$ cat src/rtl/prbs_check_v.sv
// rtl/prbs_check_v.sv - 32-bit XNOR LFSR (taps 31/21/1/0) sequence checker with lock search and windowed loss of lock
module prbs_check_v #(
    parameter int LOCK_CNT = 64,
    parameter int WIN      = 256,
    parameter int ERR_THR  = 8,
    parameter int CNT_W    = 16
) (
    input  logic             clkV,
    input  logic             rstV,
    input  logic             inV,
    input  logic             clrV,
    output logic             lockV,
    output logic             errV,
    output logic [CNT_W-1:0] errCntV,
    output logic [31:0]      bitCntV
);
    localparam int RUN_W  = $clog2(LOCK_CNT + 1);
    localparam int WBIT_W = (WIN > 1) ? $clog2(WIN) : 1;
    localparam int WERR_W = $clog2(ERR_THR + 1);

    typedef enum logic {
        SEARCH = 1'b0,
        LOCKED = 1'b1
    } stateT;

    stateT             stateQ;
    stateT             stateD;
    logic [31:0]       histQ;
    logic [5:0]        fillQ;
    logic [RUN_W-1:0]  runQ;
    logic [WBIT_W-1:0] winBitQ;
    logic [WERR_W-1:0] winErrQ;

    logic              pred;
    logic              mismatch;
    logic              fillFull;
    logic              histAllOnes;
    logic              matchOk;
    logic [RUN_W-1:0]  runNext;
    logic              lockHit;
    logic [WERR_W-1:0] winErrSum;
    logic              winWrap;
    logic              lossHit;

    // An all-ones history is the XNOR lockup state; it predicts itself forever,
    // so it must never count toward lock.
    always_comb begin
        pred        = ~(histQ[31] ^ histQ[21] ^ histQ[1] ^ histQ[0]);
        mismatch    = inV ^ pred;
        fillFull    = (fillQ == 6'd32);
        histAllOnes = &histQ;
        matchOk     = fillFull && !mismatch && !histAllOnes;
        runNext     = runQ + RUN_W'(1);
        lockHit     = matchOk && (runNext == RUN_W'(LOCK_CNT));
        winErrSum   = winErrQ + WERR_W'(mismatch);
        winWrap     = (winBitQ == WBIT_W'(WIN - 1));
        lossHit     = mismatch && (winErrSum >= WERR_W'(ERR_THR));
    end

    always_comb begin
        stateD = stateQ;
        case (stateQ)
            SEARCH: if (lockHit) stateD = LOCKED;
            LOCKED: if (lossHit) stateD = SEARCH;
            default: stateD = SEARCH;
        endcase
    end

    assign lockV = (stateQ == LOCKED);

    always_ff @(posedge clkV) begin
        if (rstV) begin
            stateQ  <= SEARCH;
            histQ   <= '0;
            fillQ   <= '0;
            runQ    <= '0;
            winBitQ <= '0;
            winErrQ <= '0;
            errV    <= 1'b0;
            errCntV <= '0;
            bitCntV <= '0;
        end else begin
            stateQ <= stateD;
            errV   <= (stateQ == LOCKED) && mismatch;

            if (stateQ == SEARCH) begin
                histQ <= {histQ[30:0], inV};
                if (!fillFull) begin
                    fillQ <= fillQ + 6'd1;
                end else begin
                    runQ <= matchOk ? runNext : '0;
                end
                if (lockHit) begin
                    runQ    <= '0;
                    winBitQ <= '0;
                    winErrQ <= '0;
                end
            end else begin
                // Free-running on prediction keeps a line error from corrupting the history.
                histQ <= {histQ[30:0], pred};
                if (lossHit) begin
                    fillQ   <= '0;
                    runQ    <= '0;
                    winBitQ <= '0;
                    winErrQ <= '0;
                end else begin
                    winBitQ <= winWrap ? '0 : winBitQ + WBIT_W'(1);
                    winErrQ <= winWrap ? '0 : winErrSum;
                end
            end

            if (clrV) begin
                errCntV <= '0;
                bitCntV <= '0;
            end else if (stateQ == LOCKED) begin
                if (bitCntV != 32'hFFFF_FFFF) begin
                    bitCntV <= bitCntV + 32'd1;
                end
                if (mismatch && (errCntV != {CNT_W{1'b1}})) begin
                    errCntV <= errCntV + CNT_W'(1);
                end
            end
        end
    end
endmodule

$ cat config.mk
export PLATFORM = sky130hd
export DESIGN_NAME = prbs_check_v
export DESIGN_NICKNAME = d
export VERILOG_FILES = /design/src/rtl/prbs_check_v.sv
export SDC_FILE = /design/constraint.sdc
export NUM_CORES = 1
export LEC_CHECK = 0
export BUFFER_PORTS_ARGS = -buffer_cell sky130_fd_sc_hd__buf_2
export CAP_MARGIN = 20
export CORE_MARGIN = 1.5
export CORE_UTILIZATION = 55
export CTS_BUF_LIST = sky130_fd_sc_hd__clkbuf_2 sky130_fd_sc_hd__clkbuf_4 sky130_fd_sc_hd__clkbuf_8
export DETAILED_ROUTE_END_ITERATION = 8
export PLACE_DENSITY = 0.83
export SLEW_MARGIN = 20
export SYNTH_ARGS = -nofsm -noshare
export SYNTH_HDL_FRONTEND = slang
export SYNTH_SLANG_ARGS = --single-unit
$ cat constraint.sdc
create_clock -name clkV -period 7.1 [get_ports clkV]
set_input_delay 0 -clock clkV [delete_from_list [all_inputs] [get_ports clkV]]
set_output_delay 0 -clock clkV [all_outputs]
set_load 0.02 [all_outputs]
==> metrics.yaml <==
ir_worst_vdd_mv: 0.2105
tightest_slew_ns: 0.8597
reg2regPathDepth: 9
coreArea_sq_um: 8593
boundaryPins: 54
pwr-share-comb_pct: 2.7
wire_per_inst_microns: 15.08
ys_seq_area_share_pct: 44.35
htreeDepth: 3
fin_ws_ns: 4.250
grtUsageMet1_pct: 28.20
synth-edff-count: 0
worstPathArrival_ns: 3.11
preCtsSetupSlack_ns: 4.279
remaining_drc_errors: 0
synth.top_cell.area_share_pct: 44.35
final_util_pct: 62.10
die_width_microns: 96.71
cts_setup_buffers: 0
report.final.slew_viol_count: 0
finalSetupTns_ns: 0
synthFlopType: "dfxtp_1"
cts_made_buffers: 9
power.share.switching_pct: 23.78
start_util_pct: 56.20
ant_nets: 0
hpwl_microns: 7367
critPathRequiredTime_ns: 7.36
hp-class: "input pin to flip-flop"
power_density_nw_per_um2: 183.9
p_leak_nw: 1.931
async_flop_share_pct: 0
whs_path_depth: 2
grt_max_degree: 49
num_vias: 4365
numPortBuffers: 53
met3_usage_pct: 5.058
drv_cap: 0
synth_top_cells_by_count: "107 x dfxtp_1, 44 x a21oi_1, 33 x nand3_1"
syn_area_sq_um: 4830
crit_end: "winErrQ[2]$_SDFFE_PP0P_"
path_max_fanout: 8
finalHoldViolations: 0
ys_types: 62
instances_no_fill: 704
grt_pass1_wl_microns: 17540
worstReg2RegStart: "histQ[0]$_SDFF_PP0_"
critPathLaunchType: "flip-flop"
grt_pass1_vias: 3961
wirelength_microns: 10620
use_met2_pct: 37.06
synth_most_common_cell: "dfxtp_1"
yosys_warnings: 0
ys_top_cells_by_area: "dfxtp_1 44%, a21oi_1 4.6%, nor2b_1 4.1%"
clkLatencyLatePin_ns: 0.37
end_kind: "flip-flop"
max_freq_ghz: 0.3509
finalWorstPathRequiredPeriod_ns: 2.850
synth_cells: 547
drt_iter0_drc: 307
row_count: 34
avgSynthCellArea_sq_um: 8.829
syn-num-nets: 559
ys_ff_latch: 107
synthToLayoutAreaGrowth_pct: 10.49
final_nets: 603
clkSinkCount: 107
pwr-share-clk_pct: 35.7
viasPerCell: 6.200
finalWeightedCongestion: 0.8214
antennaDiodeCount: 0
intPower_mw: 0.7479
switching_power_mw: 0.2334
cts_tree: "done"
rsz0062_at_grt: "no"
placed_cells: 686
setup_violations: 0
yosysTopAreaCell: "dfxtp_1"
antenna_found_initial: 0
clock_path_buffers: 2
critPathKind: "flip-flop to flip-flop"
die_h_microns: 96.71
seq_power_share_pct: 61.6
overflow: 0
drive_above_1_share_pct: 13.59
timing.rr.end: "winErrQ[2]$_SDFFE_PP0P_"
firstDrtPassIters: 5
slew_headroom_pct: 42.68
skew_ns: 0.01378
status: "completed"
reg2reg_slack_ns: 4.25
dieArea_sq_um: 9352
grt_use_total_pct: 22.24
cts-root-buf: "clkbuf_8"
finalPower_mw: 0.9813
grt_busiest_layer: "met2"
startpoint: "histQ[0]$_SDFF_PP0_"
clk_pin_slew_ns: 0.10
min_period_over_period_pct: 40.14
-- worst max-delay path, cell delays in order (launching register included) --
cell	delay, ns
dfxtp_1	0.35
xnor2_1	0.26
xor3_1	0.47
inv_2	0.17
ha_1	0.20
nand3_1	0.13
xor2_1	0.21
o2111ai_1	0.53
nor3b_1	0.13
a211o_1	0.29
-- cells in the final DEF, fill, tap and decap left out, drive strengths merged, types with 6 or more instances in the layout --
| master | count |
|---|---|
| nand4 | 26 |
| ha | 8 |
| dfxtp | 107 |
| a21oi | 44 |
| o21ai | 31 |
| clkbuf | 11 |
| nor2 | 31 |
| and3 | 10 |
| nor3 | 6 |
| inv | 19 |
| o31ai | 11 |
| nand3 | 33 |
| nor2b | 32 |
| or4 | 14 |
| or3 | 21 |
| xnor2 | 13 |
| buf | 54 |
| and4 | 8 |
| nand2 | 30 |
-- through the flow --
step	area (sq um)	hold WS [ns]
finish	5336	0.1978
global route	5336	0.2468
CTS	5336	0.1893
detailed placement	5139	0.3178
global placement	5139	0.3144
floorplan	4830	0.1439
-- flip-flops by register name, summed over array words and instances, names as in the netlist --
signal   flops
bitCntV     32
errV         1
winErrQ      4
histQ       32
winBitQ      8
errCntV     16
lockV        1
fillQ        6
runQ         7
-- repair_timing --
| item | in CTS | in global routing |
|---|---|---|
| gates resized for setup | 0 | 0 |
| hold buffers | 2 | 0 |
| hold endpoints to repair | 3 | 0 |
-- per-layer routing --
metal / share of wire, % / vias up
met5: 0 / -
met1: 45 / 2094
met4: 1.3 / 0
li1: - / 2133
met2: 49 / 123
met3: 5.1 / 15
-- kinds of logic (layout without fill, tap and decap cells) --
family / Yosys count / in the layout / synth area share (%)
fa+ha+maj: 8 / 8 / 2.073
mux: 4 / 4 / 0.8290
simple gates: 240 / 240 / 28.78
xor+xnor: 15 / 15 / 3.031
buf+inv: 41 / 90 / 3.445
flops: 107 / 107 / 44.35
compound gates: 132 / 132 / 17.49
-- power groups by stage --
| stage | Sequential [mW] | Clock, mW | Combinational, mW |
|---|---|---|---|
| floorplan | 0.618 | 0 | 0.0210 |
| global placement | 0.619 | 0 | 0.0249 |
| detailed placement | 0.619 | 0 | 0.0255 |
| CTS | 0.605 | 0.354 | 0.0264 |
| global route | 0.606 | 0.374 | 0.0301 |
| finish | 0.605 | 0.350 | 0.0264 |
-- how the worst min path moves through the flow --
stage / to / start
detailed placement: histQ[0]$_SDFF_PP0_ / inV
global placement: histQ[0]$_SDFF_PP0_ / inV
CTS: fillQ[1]$_SDFFE_PP0P_ / rstV
global route: histQ[20]$_SDFF_PP0_ / rstV
finish: fillQ[1]$_SDFFE_PP0P_ / rstV
floorplan: histQ[0]$_SDFF_PP0_ / inV
-- area by class of cell --
type,count,area [sq um]
tap,108,135.1
inverter,18,67.56
multi-input combinational,399,2521
timing repair buffer,56,292.8
fill,753,3257
sequential,107,2142
clock inverter,5,38.79
clock buffer,11,138.9
(Power assumes the default switching activity.)
